<file path="config.mk">
export PLATFORM = sky130hd
export DESIGN_NAME = yazmac_okuma_asamasi
export DESIGN_NICKNAME = d
export VERILOG_FILES = /design/src/rtl/yazmac_okuma_asamasi_pkg.sv /design/src/rtl/yazmac_okuma_asamasi_skor_tablosu.sv /design/src/rtl/yazmac_okuma_asamasi.sv
export SDC_FILE = /design/constraint.sdc
export NUM_CORES = 1
export LEC_CHECK = 0
export BUFFER_PORTS_ARGS = -buffer_cell sky130_fd_sc_hd__buf_2
export CAP_MARGIN = 15
export CORE_MARGIN = 8
export CORE_UTILIZATION = 30
export CTS_CLUSTER_DIAMETER = 80
export DETAILED_ROUTE_END_ITERATION = 12
export PLACE_DENSITY = 0.51
export SLEW_MARGIN = 40
export SYNTH_ARGS = -nofsm -noshare
export SYNTH_HDL_FRONTEND = slang
export SYNTH_HIERARCHICAL = 1
export SYNTH_SLANG_ARGS = --single-unit
</file>
<file path="constraint.sdc">
create_clock -name clk_g -period 2.6 [get_ports clk_g]
set_input_delay 0.52 -clock clk_g [delete_from_list [all_inputs] [get_ports clk_g]]
set_output_delay 0.52 -clock clk_g [all_outputs]
set_load 0.02 [all_outputs]
</file>
<file path="src/rtl/yazmac_okuma_asamasi_pkg.sv">
// Shared constants for the operand-read / issue stage.
// Register address width comes from the HY_BIT define (default 5).
`ifndef HY_BIT
`define HY_BIT 5
`endif

package yazmac_okuma_asamasi_pkg;

  localparam int unsigned HY_BIT              = `HY_BIT;
  localparam int unsigned VERI_BIT_VARSAYILAN = 32;
  localparam int unsigned YAZMAC_SAYISI       = 1 << `HY_BIT;
  localparam logic [HY_BIT-1:0] X0_ADRES      = '0;

  function automatic logic sifir_mi(input logic [HY_BIT-1:0] adres);
    return adres == X0_ADRES;
  endfunction

endpackage

</file>
<file path="src/rtl/yazmac_okuma_asamasi_skor_tablosu.sv">
// In-flight destination scoreboard: one bit per register, set on issue,
// cleared on writeback, with three combinational busy lookups.
module yazmac_okuma_asamasi_skor_tablosu
  import yazmac_okuma_asamasi_pkg::*;
(
  input  logic              clk_g,
  input  logic              rst_g,
  input  logic              ata_g,
  input  logic [HY_BIT-1:0] ata_adres_g,
  input  logic              sil_g,
  input  logic [HY_BIT-1:0] sil_adres_g,
  input  logic [HY_BIT-1:0] sorgu1_adres_g,
  input  logic [HY_BIT-1:0] sorgu2_adres_g,
  input  logic [HY_BIT-1:0] sorgu3_adres_g,
  output logic              mesgul1_c,
  output logic              mesgul2_c,
  output logic              mesgul3_c
);

  logic [YAZMAC_SAYISI-1:0] sb_q, sb_d;

  // Clear first so that a set to the same register wins.
  always_comb begin
    sb_d = sb_q;
    if (sil_g && !sifir_mi(sil_adres_g)) sb_d[sil_adres_g] = 1'b0;
    if (ata_g && !sifir_mi(ata_adres_g)) sb_d[ata_adres_g] = 1'b1;
  end

  always_ff @(posedge clk_g) begin
    if (rst_g) sb_q <= '0;
    else       sb_q <= sb_d;
  end

  assign mesgul1_c = sb_q[sorgu1_adres_g];
  assign mesgul2_c = sb_q[sorgu2_adres_g];
  assign mesgul3_c = sb_q[sorgu3_adres_g];

endmodule

</file>
<file path="src/rtl/yazmac_okuma_asamasi.sv">
// Operand-read / issue stage with RAW/WAW scoreboard stalls.
// Define GY_ATLATMA_EN to bypass writeback data straight into the operands.
module yazmac_okuma_asamasi
  import yazmac_okuma_asamasi_pkg::*;
#(
  parameter int unsigned VERI_BIT = VERI_BIT_VARSAYILAN,
  parameter int unsigned KOD_BIT  = 16
) (
  input  logic                clk_g,
  input  logic                rst_g,
  input  logic                coz_gecerli_g,
  output logic                coz_hazir_c,
  input  logic [HY_BIT-1:0]   coz_ky1_adres_g,
  input  logic [HY_BIT-1:0]   coz_ky2_adres_g,
  input  logic [HY_BIT-1:0]   coz_hy_adres_g,
  input  logic                coz_hy_yaz_g,
  input  logic [KOD_BIT-1:0]  coz_kontrol_g,
  output logic [HY_BIT-1:0]   rf_ky1_adres_c,
  output logic [HY_BIT-1:0]   rf_ky2_adres_c,
  input  logic [VERI_BIT-1:0] rf_ky1_deger_g,
  input  logic [VERI_BIT-1:0] rf_ky2_deger_g,
  input  logic                gy_yaz_g,
  input  logic [HY_BIT-1:0]   gy_adres_g,
  input  logic [VERI_BIT-1:0] gy_deger_g,
  input  logic                temizle_g,
  output logic                yur_gecerli_c,
  input  logic                yur_hazir_g,
  output logic [VERI_BIT-1:0] yur_ky1_deger_c,
  output logic [VERI_BIT-1:0] yur_ky2_deger_c,
  output logic [HY_BIT-1:0]   yur_hy_adres_c,
  output logic                yur_hy_yaz_c,
  output logic [KOD_BIT-1:0]  yur_kontrol_c
);

`ifdef GY_ATLATMA_EN
  localparam logic AtlatmaEn = 1'b1;
`else
  localparam logic AtlatmaEn = 1'b0;
`endif

  logic                yur_gecerli_q, yur_hy_yaz_q;
  logic [VERI_BIT-1:0] yur_ky1_q, yur_ky2_q;
  logic [HY_BIT-1:0]   yur_hy_adres_q;
  logic [KOD_BIT-1:0]  yur_kontrol_q;

  logic sb_ky1, sb_ky2, sb_hy;
  logic atla1, atla2, yur_ky1_ayni, yur_ky2_ayni, yur_hy_ayni;
  logic mesgul1, mesgul2, mesgul_hy, tehlike, kabul, ihrac;
  logic [VERI_BIT-1:0] ky1_deger, ky2_deger;

  assign rf_ky1_adres_c = coz_ky1_adres_g;
  assign rf_ky2_adres_c = coz_ky2_adres_g;

  assign atla1 = AtlatmaEn && gy_yaz_g && (gy_adres_g == coz_ky1_adres_g)
                 && !sifir_mi(coz_ky1_adres_g);
  assign atla2 = AtlatmaEn && gy_yaz_g && (gy_adres_g == coz_ky2_adres_g)
                 && !sifir_mi(coz_ky2_adres_g);

  assign ky1_deger = sifir_mi(coz_ky1_adres_g) ? '0 : (atla1 ? gy_deger_g : rf_ky1_deger_g);
  assign ky2_deger = sifir_mi(coz_ky2_adres_g) ? '0 : (atla2 ? gy_deger_g : rf_ky2_deger_g);

  // A writer still sitting in the output register has not reached the scoreboard yet.
  assign yur_ky1_ayni = yur_gecerli_q && yur_hy_yaz_q && (yur_hy_adres_q == coz_ky1_adres_g);
  assign yur_ky2_ayni = yur_gecerli_q && yur_hy_yaz_q && (yur_hy_adres_q == coz_ky2_adres_g);
  assign yur_hy_ayni  = yur_gecerli_q && yur_hy_yaz_q && (yur_hy_adres_q == coz_hy_adres_g);

  assign mesgul1   = !sifir_mi(coz_ky1_adres_g) && ((sb_ky1 && !atla1) || yur_ky1_ayni);
  assign mesgul2   = !sifir_mi(coz_ky2_adres_g) && ((sb_ky2 && !atla2) || yur_ky2_ayni);
  assign mesgul_hy = coz_hy_yaz_g && !sifir_mi(coz_hy_adres_g) && (sb_hy || yur_hy_ayni);
  assign tehlike   = coz_gecerli_g && (mesgul1 || mesgul2 || mesgul_hy);

  assign coz_hazir_c = (!yur_gecerli_q || yur_hazir_g) && !tehlike && !temizle_g;
  assign kabul       = coz_gecerli_g && coz_hazir_c;
  // A flushed instruction never counts as issued.
  assign ihrac       = yur_gecerli_q && yur_hazir_g && !temizle_g && yur_hy_yaz_q
                       && !sifir_mi(yur_hy_adres_q);

  yazmac_okuma_asamasi_skor_tablosu u_skor (
    .clk_g          (clk_g),
    .rst_g          (rst_g),
    .ata_g          (ihrac),
    .ata_adres_g    (yur_hy_adres_q),
    .sil_g          (gy_yaz_g),
    .sil_adres_g    (gy_adres_g),
    .sorgu1_adres_g (coz_ky1_adres_g),
    .sorgu2_adres_g (coz_ky2_adres_g),
    .sorgu3_adres_g (coz_hy_adres_g),
    .mesgul1_c      (sb_ky1),
    .mesgul2_c      (sb_ky2),
    .mesgul3_c      (sb_hy)
  );

  always_ff @(posedge clk_g) begin
    if (rst_g) begin
      yur_gecerli_q  <= 1'b0;
      yur_ky1_q      <= '0;
      yur_ky2_q      <= '0;
      yur_hy_adres_q <= '0;
      yur_hy_yaz_q   <= 1'b0;
      yur_kontrol_q  <= '0;
    end else if (temizle_g) begin
      yur_gecerli_q  <= 1'b0;
    end else if (kabul) begin
      yur_gecerli_q  <= 1'b1;
      yur_ky1_q      <= ky1_deger;
      yur_ky2_q      <= ky2_deger;
      yur_hy_adres_q <= coz_hy_adres_g;
      yur_hy_yaz_q   <= coz_hy_yaz_g;
      yur_kontrol_q  <= coz_kontrol_g;
    end else if (yur_gecerli_q && yur_hazir_g) begin
      yur_gecerli_q  <= 1'b0;
    end
  end

  assign yur_gecerli_c   = yur_gecerli_q;
  assign yur_ky1_deger_c = yur_ky1_q;
  assign yur_ky2_deger_c = yur_ky2_q;
  assign yur_hy_adres_c  = yur_hy_adres_q;
  assign yur_hy_yaz_c    = yur_hy_yaz_q;
  assign yur_kontrol_c   = yur_kontrol_q;

endmodule

</file>
==> out/metrics.sh <==
RUN_STATUS='complete, but fails checks'
FAILED_CHECKS='negative setup slack'
LARGEST_NET_DEGREE_AT_THE_START_OF_GLOBAL_ROUTING=143
CRITPATHREQUIREDTIME_NS=2.08
GLOBALROUTE.TOTALOVERFLOW=0
SWITCHINGPOWER_mW=1.42
HP-START='rf_ky1_deger_g[15]'
YS_WARN_COUNT=6
WORST_EP_ARRIVAL_TIME_NS=2.27
DRT-WIRELENGTH-PER-CELL_UM=16.9
TIMING.CRITICAL_PATH.TO_TYPE='primary output'
INTERNAL_POWER_mW=3.57
DRT_WL_TOTAL_UM=20800
MAX_FREQUENCY_MHz=359
HOLD-PATH-ENDPOINT='yur_ky1_deger_c[15]'
POSTLAYOUTSETUPSLACKWORST_NS=-0.185
SHARE_OF_ASYNC_SETTABLE_OR_ASYNC_RESETTABLE_FLOPS_AFTER_SYNTHESIS=0
GLOBAL_ROUTE_WIRE_LENGTH_BEFORE_REPAIR_UM=33100
COMB_POWER_SHARE=0.154
YOSYS.AREA.TOP_TYPE='sky130_fd_sc_hd__dfxtp_1'
HTREE_LEVELS=4
TRITONCTS='done'
CTS_HOLD_BUF=0
DIE_WIDTH_UM=161
STARTPOINT_TYPE='flip-flop'
DRT_FIRST_PASS_ITERS=5
IO_BUFFERS=204
PATH_CELLS='mux2i_1, a22oi_1, nand4b_1, a21oi_1, a311o_1, a21oi_2, o21a_1, nand3_2, a221oi_4, buf_6'
SYNTH_COMPOUND_GATE_AREA_SHARE=0.0904
SYNTH_FLOP_CELL='sky130_fd_sc_hd__dfxtp_1'
POSTSYNTHREGISTERBITS=119
RSZ0062_AT_GRT='yes'
SLEW_HEADROOM=0.534
CLOCK_PIN_SLEW_WORST_SETUP_AND_HOLD_PATHS_NS=0.07
SYNTH_NETS=859
SLEW_AT_THE_PIN_CLOSEST_TO_ITS_MAX_SLEW_LIMIT_NS=0.697
CLKPWRFRAC=0.459
FINALMAXSLEWVIOLATIONS=0
CRITPATHSLOWESTCELL='sky130_fd_sc_hd__dfxtp_1'
CTS.PATH.MAX_BUFFERS=2
LEAKAGE_nW=4.18
SETUP_VIOL=1
CORE.ROWCOUNT=53
DRT_ITER0_DRC=367
POWER.SEQUENTIAL.FRACTION=0.387
CELLPOWERDENSITY_nW_PER_UM2=589
SYNTH_XOR_AREA_FRAC=0.0208
CHIPHEIGHT_UM=161
ROUTE.ANTENNA.REMAINING_NETS=0
FINALCOREUTILIZATION=0.407
CTSROOTBUFFERMASTER='sky130_fd_sc_hd__clkbuf_16'
SYNTHESIZED_INSTANCE_COUNT=720
DRC_MARKERS=0
FIRST_GLOBAL_VIAS=5897
DIE_AREA_UM2=25900
AREA_DELTA_SYNTH_FINAL_PCT=34.2
YOSYSSEQAREASHARE=0.378
CELL_TYPES_OCCUPYING_THE_MOST_AREA_AFTER_SYNTHESIS='sky130_fd_sc_hd__dfxtp_1, sky130_fd_sc_hd__mux2i_1, sky130_fd_sc_hd__nand2b_1'
REGTOREGENDPOINT='yur_hy_adres_c[2]'
FINAL.SETUP.TNS_NS=-0.185
SYNTHDOMINANTCELLAREASHARE=0.378
SYNTH_SIMPLE_GATE_AREA_SHARE=0.245
FF2FF_PATH_DEPTH=11
PLACEABLECOREAREA_UM2=20800
PERIOD_NEEDED_NS=2.79
GLOBALROUTETOTALUTIL=0.160
FILL_CELLS=2143
DRIVE_ABOVE_1_SHARE=0.318
FLOORPLAN.INITIALDENSITY=0.303
IOPINCOUNT=237
NUM_VIAS=5791
CLOCK_TREE_SINKS=119
WORST_HOLD_PATH_CELLS=3
NETLIST_CELL_TYPES=38
SYNTH-ADDER-AREA-SHARE=0
VIAS_PER_CELL=4.70
SETUP.REG_TO_REG.WORST_SLACK_NS=0.33
POST_SYNTH_MUX_AREA_SHARE=0.213
POST-DP-HPWL_UM=15400
CAP_VIOLATIONS=0
POWER_SWITCHING_SHARE=0.284
SYNTH_TOP_FAMILY_BY_AREA='simple AND/OR/NAND/NOR gates'
LAYOUT_WORST_PATH_CYCLE_SHARE=1.07
GLOBALPLACE.CONGESTION=0.826
SYNTH.CELLS.MOST_FREQUENT='sky130_fd_sc_hd__mux2i_1, sky130_fd_sc_hd__nand2_1, sky130_fd_sc_hd__dfxtp_1, sky130_fd_sc_hd__nand2b_1, sky130_fd_sc_hd__a21oi_1'
FINALHOLDVIOLCOUNT=0
DESIGN_POWER_TOTAL_mW=4.99
POST-SYNTH-TOP-COUNT-CELL='sky130_fd_sc_hd__mux2i_1'
N_DIODES=0
SYNTH_AREA_PER_CELL_UM2=8.76
WS_PATH_TYPE='flip-flop to primary output'
ANTENNA_FOUND_INITIAL=1
CRITICAL_PATH.MAX_STAGE_DELAY_NS=0.37
CRITICAL_PATH.REG2REG.STARTPOINT='u_skor/sb_q[17]'
WORSTHOLDPATHTYPE='primary input to flip-flop'
WORSTSKEWPAIRLATENCY_NS=0.42
CRITICAL_PATH.MAX_FANOUT=4
FINCLKSKEW_NS=0.0123
SYNTH_AREA_UM2=6310
CTS-BUFFERS-INSERTED=17
NUMBER_OF_ENABLE_FLIP_FLOP_CELLS_AFTER_SYNTHESIS=0
IRDROPWORSTVDD_V=0.000403
NETS=1084
[layout make-up]
type | count | area [um2] | share of cell area
Clock buffer | 18 | 429 | 0.0507
Clock inverter | 14 | 141 | 0.0167
Inverter | 1 | 3.75 | 0.000443
Multi-Input combinational cell | 550 | 3650 | 0.431
Sequential cell | 119 | 2390 | 0.282
Tap cell | 275 | 344 | 0.0406
Timing Repair Buffer | 256 | 1510 | 0.178
[state kept, by name (all words and copies together), names as in the netlist]
name,flops
u_skor/sb_q,32
yur_gecerli_c,1
yur_hy_yaz_c,1
yur_kontrol_c,16
yur_ky1_deger_c,32
yur_hy_adres_c,5
yur_ky2_deger_c,32
[power groups by stage]
| stage | sequential, mW | clock (mW) | combinational, mW |
|---|---|---|---|
| global placement | 1.97 | 0 | 0.766 |
| CTS | 1.93 | 2.35 | 0.778 |
| global route | 1.94 | 2.44 | 0.835 |
| floorplan | 2.05 | 0 | 0.380 |
| detailed placement | 1.97 | 0 | 0.765 |
| finish | 1.93 | 2.29 | 0.770 |
[cell usage in the layout, fill, tap and decap left out, types with 12 or more instances in the layout]
master and instances:
sky130_fd_sc_hd__buf_2 199, sky130_fd_sc_hd__mux2i_1 132, sky130_fd_sc_hd__nand2_1 123, sky130_fd_sc_hd__nand2b_1 116
sky130_fd_sc_hd__dfxtp_1 112, sky130_fd_sc_hd__buf_4 48, sky130_fd_sc_hd__a21oi_1 40, sky130_fd_sc_hd__o21ai_0 30
sky130_fd_sc_hd__nor2_1 17, sky130_fd_sc_hd__clkbuf_16 17, sky130_fd_sc_hd__a22oi_1 12
[stage by stage]
stage                     setup slack, ns  instances  hold slack [ns]  instance area, um2
after floorplan                   0.00561        720            0.468                6330
after global placement             -0.543       1200            0.457                7830
after detailed placement           -0.592       1200            0.463                7830
after CTS                          -0.208       1233            0.313                8450
after global routing               -0.333       1233            0.323                8470
final                              -0.185       1233            0.334                8470
[worst max path at each step]
stage / endpoint / slack [ns] / cells past startpoint / from
floorplan: coz_hazir_c / 0.006 / 11 / coz_hy_adres_g[1]
global placement: coz_hazir_c / -0.54 / 12 / coz_hy_adres_g[1]
detailed placement: coz_hazir_c / -0.59 / 10 / coz_hy_adres_g[1]
CTS: coz_hazir_c / -0.21 / 10 / u_skor/sb_q[19]
global route: coz_hazir_c / -0.33 / 10 / u_skor/sb_q[19]
finish: coz_hazir_c / -0.19 / 10 / u_skor/sb_q[21]
[cell families (layout without fill, tap and decap cells)]
group,Yosys count,in the layout
multiplexers,134,134
AO/OA/AOI/OAI,98,98
AND/OR/NAND/NOR,303,303
flip-flops,119,119
buffers and inverters,51,289
XOR/XNOR,15,15
[per-layer routing]
layer  part of all wire  vias to the layer above  GRT usage
met3              0.064                       25     0.0440
li1                   -                     2900          -
met4              0.018                        2     0.0556
met1               0.45                     2677      0.200
met2               0.47                      187      0.261
met5            0.00048                        -          0
[critical path, delay by kind of cell (launching register included)]
family                 cells  cell delay (ns)
buffers and inverters      1             0.16
AO/OA/AOI/OAI              6             0.97
AND/OR/NAND/NOR            2             0.19
flip-flops                 1             0.37
multiplexers               1             0.15
[repair_timing]
item / in CTS / in global routing
resized for setup: 18 / 4
setup endpoints to repair: 1 / 1
buffers inserted: 1 / 0
pin swaps: 3 / 1
Power figures use the tool's default switching activity.
